==> src/rtl/rvfi_channel_serializer.sv <==
// Funnels NRET RVFI retirement channels into one retirement per cycle through a multi-write FIFO.
// Define RVFI_SERIALIZER_ORDER_CHECK_EN to carry rvfi_order per entry and flag sequence gaps.
module rvfi_channel_serializer #(
    parameter int NRET  = 2,
    parameter int XLEN  = 32,
    parameter int ILEN  = 32,
    parameter int DEPTH = 8
) (
    input  logic                   clock,
    input  logic                   reset,
    input  logic                   enable,
    input  logic [NRET-1:0]        rvfi_valid,
    input  logic [NRET*ILEN-1:0]   rvfi_insn,
    input  logic [NRET-1:0]        rvfi_trap,
    input  logic [NRET*5-1:0]      rvfi_rs1_addr,
    input  logic [NRET*5-1:0]      rvfi_rs2_addr,
    input  logic [NRET*XLEN-1:0]   rvfi_rs1_rdata,
    input  logic [NRET*XLEN-1:0]   rvfi_rs2_rdata,
    input  logic [NRET*5-1:0]      rvfi_rd_addr,
    input  logic [NRET*XLEN-1:0]   rvfi_rd_wdata,
    input  logic [NRET*XLEN-1:0]   rvfi_pc_rdata,
    input  logic [NRET*XLEN-1:0]   rvfi_pc_wdata,
`ifdef RVFI_SERIALIZER_ORDER_CHECK_EN
    input  logic [NRET*64-1:0]     rvfi_order,
    output logic [63:0]            out_order,
    output logic                   order_error,
`endif
    output logic                   out_valid,
    output logic [ILEN-1:0]        out_insn,
    output logic                   out_trap,
    output logic [4:0]             out_rs1_addr,
    output logic [4:0]             out_rs2_addr,
    output logic [XLEN-1:0]        out_rs1_rdata,
    output logic [XLEN-1:0]        out_rs2_rdata,
    output logic [4:0]             out_rd_addr,
    output logic [XLEN-1:0]        out_rd_wdata,
    output logic [XLEN-1:0]        out_pc_rdata,
    output logic [XLEN-1:0]        out_pc_wdata,
    output logic [$clog2(DEPTH):0] occupancy,
    output logic                   overflow
);

    localparam int PW = $clog2(DEPTH);
    localparam int CW = PW + 1;
`ifdef RVFI_SERIALIZER_ORDER_CHECK_EN
    localparam int OW = 64;
`else
    localparam int OW = 0;
`endif
    localparam int EW = ILEN + 1 + 5 + 5 + XLEN + XLEN + 5 + XLEN + XLEN + XLEN + OW;
    localparam logic [CW:0] DEPTH_W = (CW+1)'(DEPTH);

    logic [PW-1:0] rptr;
    logic [PW-1:0] wptr;
    logic [CW-1:0] count;
    logic [CW-1:0] count_next;
    logic          overflow_q;
    logic [EW-1:0] mem [DEPTH];
    logic [EW-1:0] entry_in [NRET];
    logic [PW-1:0] slot [NRET];
    logic [CW:0]   k;
    logic [CW:0]   count_sum;
    logic          deq;
    logic          drop;
    logic          accept;
    logic [EW-1:0] head;

    // Each valid channel lands in the slot after all lower-numbered valid channels, so channel 0 is oldest.
    always_comb begin
        k = '0;
        for (int i = 0; i < NRET; i++) begin
            slot[i] = wptr + k[PW-1:0];
            entry_in[i] = {rvfi_insn[i*ILEN +: ILEN], rvfi_trap[i],
                           rvfi_rs1_addr[i*5 +: 5], rvfi_rs2_addr[i*5 +: 5],
                           rvfi_rs1_rdata[i*XLEN +: XLEN], rvfi_rs2_rdata[i*XLEN +: XLEN],
                           rvfi_rd_addr[i*5 +: 5], rvfi_rd_wdata[i*XLEN +: XLEN],
                           rvfi_pc_rdata[i*XLEN +: XLEN], rvfi_pc_wdata[i*XLEN +: XLEN]
`ifdef RVFI_SERIALIZER_ORDER_CHECK_EN
                           , rvfi_order[i*64 +: 64]
`endif
                          };
            k = k + {{CW{1'b0}}, rvfi_valid[i]};
        end
    end

    // A batch is all-or-nothing: if it does not fit after this cycle's dequeue, none of it is kept.
    always_comb begin
        deq        = (count != '0);
        count_sum  = {1'b0, count} - {{CW{1'b0}}, deq} + k;
        drop       = enable && (count_sum > DEPTH_W);
        accept     = enable && !drop;
        count_next = accept ? count_sum[CW-1:0] : (count - {{PW{1'b0}}, deq});
    end

    always_ff @(posedge clock) begin
        if (reset) begin
            rptr       <= '0;
            wptr       <= '0;
            count      <= '0;
            overflow_q <= 1'b0;
        end else begin
            if (deq)
                rptr <= rptr + 1'b1;
            if (accept)
                wptr <= wptr + k[PW-1:0];
            count <= count_next;
            if (drop)
                overflow_q <= 1'b1;
        end
    end

    // Storage is not reset; count alone decides which entries are meaningful.
    always_ff @(posedge clock) begin
        if (!reset && accept) begin
            for (int i = 0; i < NRET; i++) begin
                if (rvfi_valid[i])
                    mem[slot[i]] <= entry_in[i];
            end
        end
    end

    assign head = deq ? mem[rptr] : '0;
    assign {out_insn, out_trap, out_rs1_addr, out_rs2_addr, out_rs1_rdata, out_rs2_rdata,
            out_rd_addr, out_rd_wdata, out_pc_rdata, out_pc_wdata
`ifdef RVFI_SERIALIZER_ORDER_CHECK_EN
            , out_order
`endif
           } = head;
    assign out_valid = deq;
    assign occupancy = count;
    assign overflow  = overflow_q;

`ifdef RVFI_SERIALIZER_ORDER_CHECK_EN
    logic [63:0] last_order;
    logic        seen_first;
    logic        order_err_q;
    logic        order_gap;

    // The gap is reported combinationally so the offending entry itself carries the flag.
    assign order_gap   = deq && seen_first && (out_order != last_order + 64'd1);
    assign order_error = order_err_q | order_gap;

    always_ff @(posedge clock) begin
        if (reset) begin
            last_order  <= '0;
            seen_first  <= 1'b0;
            order_err_q <= 1'b0;
        end else begin
            if (deq) begin
                last_order <= out_order;
                seen_first <= 1'b1;
            end
            if (order_gap || drop)
                order_err_q <= 1'b1;
        end
    end
`endif

endmodule

==> config.mk <==
export PLATFORM = sky130hd
export DESIGN_NAME = rvfi_channel_serializer
export DESIGN_NICKNAME = d
export VERILOG_FILES = /design/src/rtl/rvfi_channel_serializer.sv
export SDC_FILE = /design/constraint.sdc
export NUM_CORES = 2
export LEC_CHECK = 0
export BUFFER_PORTS_ARGS = -buffer_cell sky130_fd_sc_hd__buf_2
export CAP_MARGIN = 20
export CORE_MARGIN = 2
export CORE_UTILIZATION = 30
export DETAILED_ROUTE_END_ITERATION = 8
export PLACE_DENSITY = 0.57
export REMOVE_ABC_BUFFERS = 1
export SLEW_MARGIN = 10
export SYNTH_ARGS = -nofsm -noshare
export SYNTH_HDL_FRONTEND = slang
export SYNTH_SLANG_ARGS = --single-unit
==> constraint.sdc <==
create_clock -name clock -period 21.3 [get_ports clock]
set_clock_uncertainty 0.05 [all_clocks]
set_input_delay 2.13 -clock clock [delete_from_list [all_inputs] [get_ports clock]]
set_output_delay 2.13 -clock clock [all_outputs]
set_load 0.02 [all_outputs]
## After elaboration in Yosys (flattened, before gate mapping)

Memories as Yosys holds them, arrays and structs flattened. A register that Yosys moved wholly into a read port is not among the register bits.
Cells that the tools add are included.

- Register bits after elaboration: 11
- Bits in writable memories: 1,664
- Bits of input ports: 421
- Output and inout port bits: 214
- Logic and storage cells: 29
- Memories: 1

- $add $sub $neg: 7
- Magnitude comparators: 1
- Mux-type cells: 10
- Reductions and logical operators: 6

Memories:

| memory | words | width | rd ports | clocked after Yosys merged registers in | wr ports | line | source |
|---|---|---|---|---|---|---|---|
| mem | 8 | 208 | 1 | 1 | 2 | 58 | `logic [EW-1:0] mem [DEPTH];` |

Operators with widths:

| kind | number |
|---|---|
| $mux 208 | 1 |
| $mux 1 | 6 |
| $mux 3 | 2 |
| $add 5x2->5 | 1 |
| $gt 5x4->1 const B | 1 |
| $sub 4x1->5 | 1 |
| $mux 4 | 1 |
| $reduce_bool 4->1 | 1 |
| $sub 4x1->4 | 1 |
| $add 3x1->3 | 1 |
| $add 3x1->3 const B | 1 |
| $add 3x2->3 | 1 |
| $logic_and 1x1->1 | 3 |
| $add 1x1->2 | 1 |
| $logic_not 1->1 | 2 |

## Depth between registers and ports, before layout

- Word-level depth: 10
- Mapped depth: 18
- Gate-level depth less buffers: 14

## Worst setup path before layout

No wires, ideal clock.

- Path kind: input to register
- Start point: input port rvfi_valid[0]
- End point: memory mem[6][0] in the netlist's numbering, enable pin
- Library setup time: 0.845 ns
- Data arrival time: 14.529 ns
- Slack: 5.876 ns
- Cell stages on the path: 13
- Buffers on the path: 1
- Cells stage by stage: ha_1 > inv_1 > ha_1 > inv_1 > ha_1 > inv_1 > fa_1 > nand2b_1 > a2bb2oi_2 > mux2i_2 > buf_4 > nand2_1 > a21oi_1

RTL lines:

| item | line | source |
|---|---|---|
| start, declared | 12 | `input logic [NRET-1:0] rvfi_valid,` |
| end, declared | 58 |  |

==> results_dict.tcl <==
set metrics [dict create \
    postCtsSetupBuffers 0 \
    pwr_density_cell_nw_per_um2 104 \
    cp-endpoint "out_rs1_rdata[2]" \
    wl_per_cell_um 26.4 \
    drive_above_1_share 0.575 \
    final_cell_area_um2 97500 \
    setup.worst_path.class "flip-flop to output port" \
    worst_hold_path_type "flip-flop to flip-flop" \
    fin_tns_setup_ps 0 \
    reg2reg_setup_slack_ps 13590 \
    antenna_found_initial 148 \
    viasPerCell 5.08 \
    cts_made_buffers 194 \
    clkLatencyLatePin_ps 870 \
    power_uw 10100 \
    htreeDepth 4 \
    arrival_ps 6350 \
    cts_tree "done" \
    hold_viol 0 \
    start_kind "flip-flop" \
    die_h_um 535 \
    postRouteAntennaNets 0 \
    cts-root-buf "clkbuf_16" \
    path_cells "buf_4, buf_4, buf_12, buf_4, mux4_2, mux2i_1, nor2_1, buf_2" \
    ir_drop_v 0.0000772 \
    r2r-start "occupancy[3]" \
    die_x_um 535 \
    fmaxAchievable_mhz 117 \
    drt_iter0_markers 3719 \
    fin_crit_ps 8530 \
    status "complete, no violations" \
    synth_seq_cells 1678 \
    period_share 0.400 \
    critPathMaxFanout 84 \
    syn-cell-area_um2 84600 \
    first_global_vias 48900 \
    grt_pass1_wl_um 349000 \
    ys_async_sr_fraction 0 \
    synth_warnings 0 \
    ys_seq_area_frac 0.594 \
    dieArea_um2 286000 \
    area_delta_synth_final_pct 15.4 \
    critPathMaxStageDelay_ps 840 \
    wl_um 242000 \
    drv_cap 0 \
    cts_hold_buf 0 \
    io_buffer_count 634 \
    grt_use_total 0.164 \
    cts.sinks 1678 \
    fin_nets 5661 \
    place.gp.congestion 0.767 \
    reg2reg_depth 17 \
    initial_core_util 0.302 \
    fp-row-count 194 \
    postSynthAreaPerCell_um2 18.3 \
    synth_edf_count 1664 \
    slew_headroom 0.250 \
    grt_overflow_total 0 \
    grt_max_degree 101 \
    crit_required_ps 19120 \
    clk_pin_slew_ps 50 \
    cts_resized 0 \
    drtPass1Iterations 5 \
    endpoint_kind "output port" \
    synth_top_flop_cell "edfxtp_1" \
    rsz0062_at_grt "false" \
    slew_viol_final 0 \
    path_common_cell "buf_4" \
    num_io_pins 635 \
    clockBufferDepth 4 \
    drc 0 \
    vias 46500 \
    tightest_slew_ps 1130 \
    setup_viol 0 \
    dpl-instance-area_um2 91300 \
    ys_types 45 \
    crit_path_top_delay_cell "dfxtp_4" \
    power.leakage_uw 0.0325 \
    dp_hpwl_um 140000 \
    fp.coreArea_um2 280000 \
    reg2reg_to "mem[7][172]" \
    syn_inst 4621 \
]
logic make-up after synthesis:
kind of cell	count (synthesis)	synth area share
adder cells (fa/ha/maj)	16	0.00255
multiplexers	2290	0.363
flip-flops	1678	0.594
AND/OR/NAND/NOR	260	0.0125
AO/OA/AOI/OAI	25	0.00216
buffers and inverters	343	0.0249
XOR/XNOR	9	0.00102
layout make-up:
cell class                 instances  area, um2
sequential                      1678      50300
clock inverter                    96        997
clock buffer                     251       5090
tap                             3724       4660
multi-input combinational       2600      32300
fill                           26500     182000
antenna                           57        143
timing repair buffer             734       4020
inverter                          16       60.1
cell usage in the layout (no fill, tap or decap), types with 3 or more instances in the layout:
master         n
clkinvlp_4     3
clkinv_1      37
nand2b_1       3
mux4_2       416
nor2_4         7
mux2_4       120
inv_16         4
bufinv_16     15
a211oi_1       5
clkbuf_1      55
inv_1         15
nand3_4        3
diode_2       57
a22oi_1        4
inv_6          4
nand2_1        8
buf_12         8
dfxtp_1       11
mux2_2      1545
a21oi_1        5
ha_1          14
mux2i_1      207
nand4_1        4
clkinv_2      26
nor2_1       218
clkinv_16      3
dfxtp_4        3
xnor2_1        5
buf_2        634
clkbuf_16    194
buf_4         92
edfxtp_1    1664
xor2_1         3
synthesized netlist by cell type (4+ instances only):
library cell,n,share of area
mux4_2,416,0.11
a21oi_1,6,0.00036
a211oi_1,5,0.00044
ha_1,14,0.0021
buf_1,46,0.0020
edfxtp_1,1664,0.59
mux2_4,120,0.021
clkbuf_1,78,0.0035
dfxtp_1,14,0.0033
buf_6,75,0.010
buf_2,90,0.0053
nand3_1,5,0.00030
inv_1,15,0.00067
mux2_2,1545,0.21
nand2_1,8,0.00036
xnor2_1,5,0.00052
buf_4,38,0.0034
nand4_1,4,0.00030
a22oi_1,4,0.00036
nor2_1,225,0.010
mux2i_1,208,0.025
layer usage:
metal  track usage  part of all wire  vias to the layer above
li1              -                 -                    20100
met1         0.216              0.42                    24500
met2         0.271              0.48                     1341
met3        0.0379             0.067                      483
met4        0.0452             0.026                      118
met5             0            0.0030                        -
sequential cells by signal, summed over array words and instances, names as in the netlist, named ones only:
signal     count
mem         1664
occupancy      4
overflow       1
rptr           3
wptr           3
worst min-delay path by stage:
stage,end,start,depth (start not counted),slack [ps]
floorplan,flip-flop,rptr[1],2,390
global placement,flip-flop,rptr[1],2,420
detailed placement,flip-flop,rptr[1],2,420
CTS,flip-flop,rptr[1],2,430
global route,flip-flop,rptr[1],2,440
finish,flip-flop,rptr[1],2,420
critical path: cells and delay by family (launching register included):
family / cells / cell delay, ps
simple gates: 1 / 80
mux: 2 / 970
buf+inv: 5 / 3110
flops: 1 / 840
power by group:
group | internal [uW] | switching (uW) | total [uW]
sequential | 3790 | 68.3 | 3860
clock | 1870 | 1400 | 3280
combinational | 1210 | 1800 | 3010
stage by stage:
| step | setup slack (ps) | cells | hold slack (ps) | utilization |
|---|---|---|---|---|
| 5_1_grt | 12180 | 9122 | 442 | 0.348 |
| 3_3_place_gp | 12370 | 8752 | 417 | 0.326 |
| 4_1_cts | 12440 | 9099 | 426 | 0.348 |
| 3_5_place_dp | 12420 | 8752 | 416 | 0.326 |
| 2_1_floorplan | 537 | 4294 | 392 | - |
| 6_report | 12770 | 9156 | 420 | 0.349 |
No activity file was read; power rests on OpenSTA's default activity.
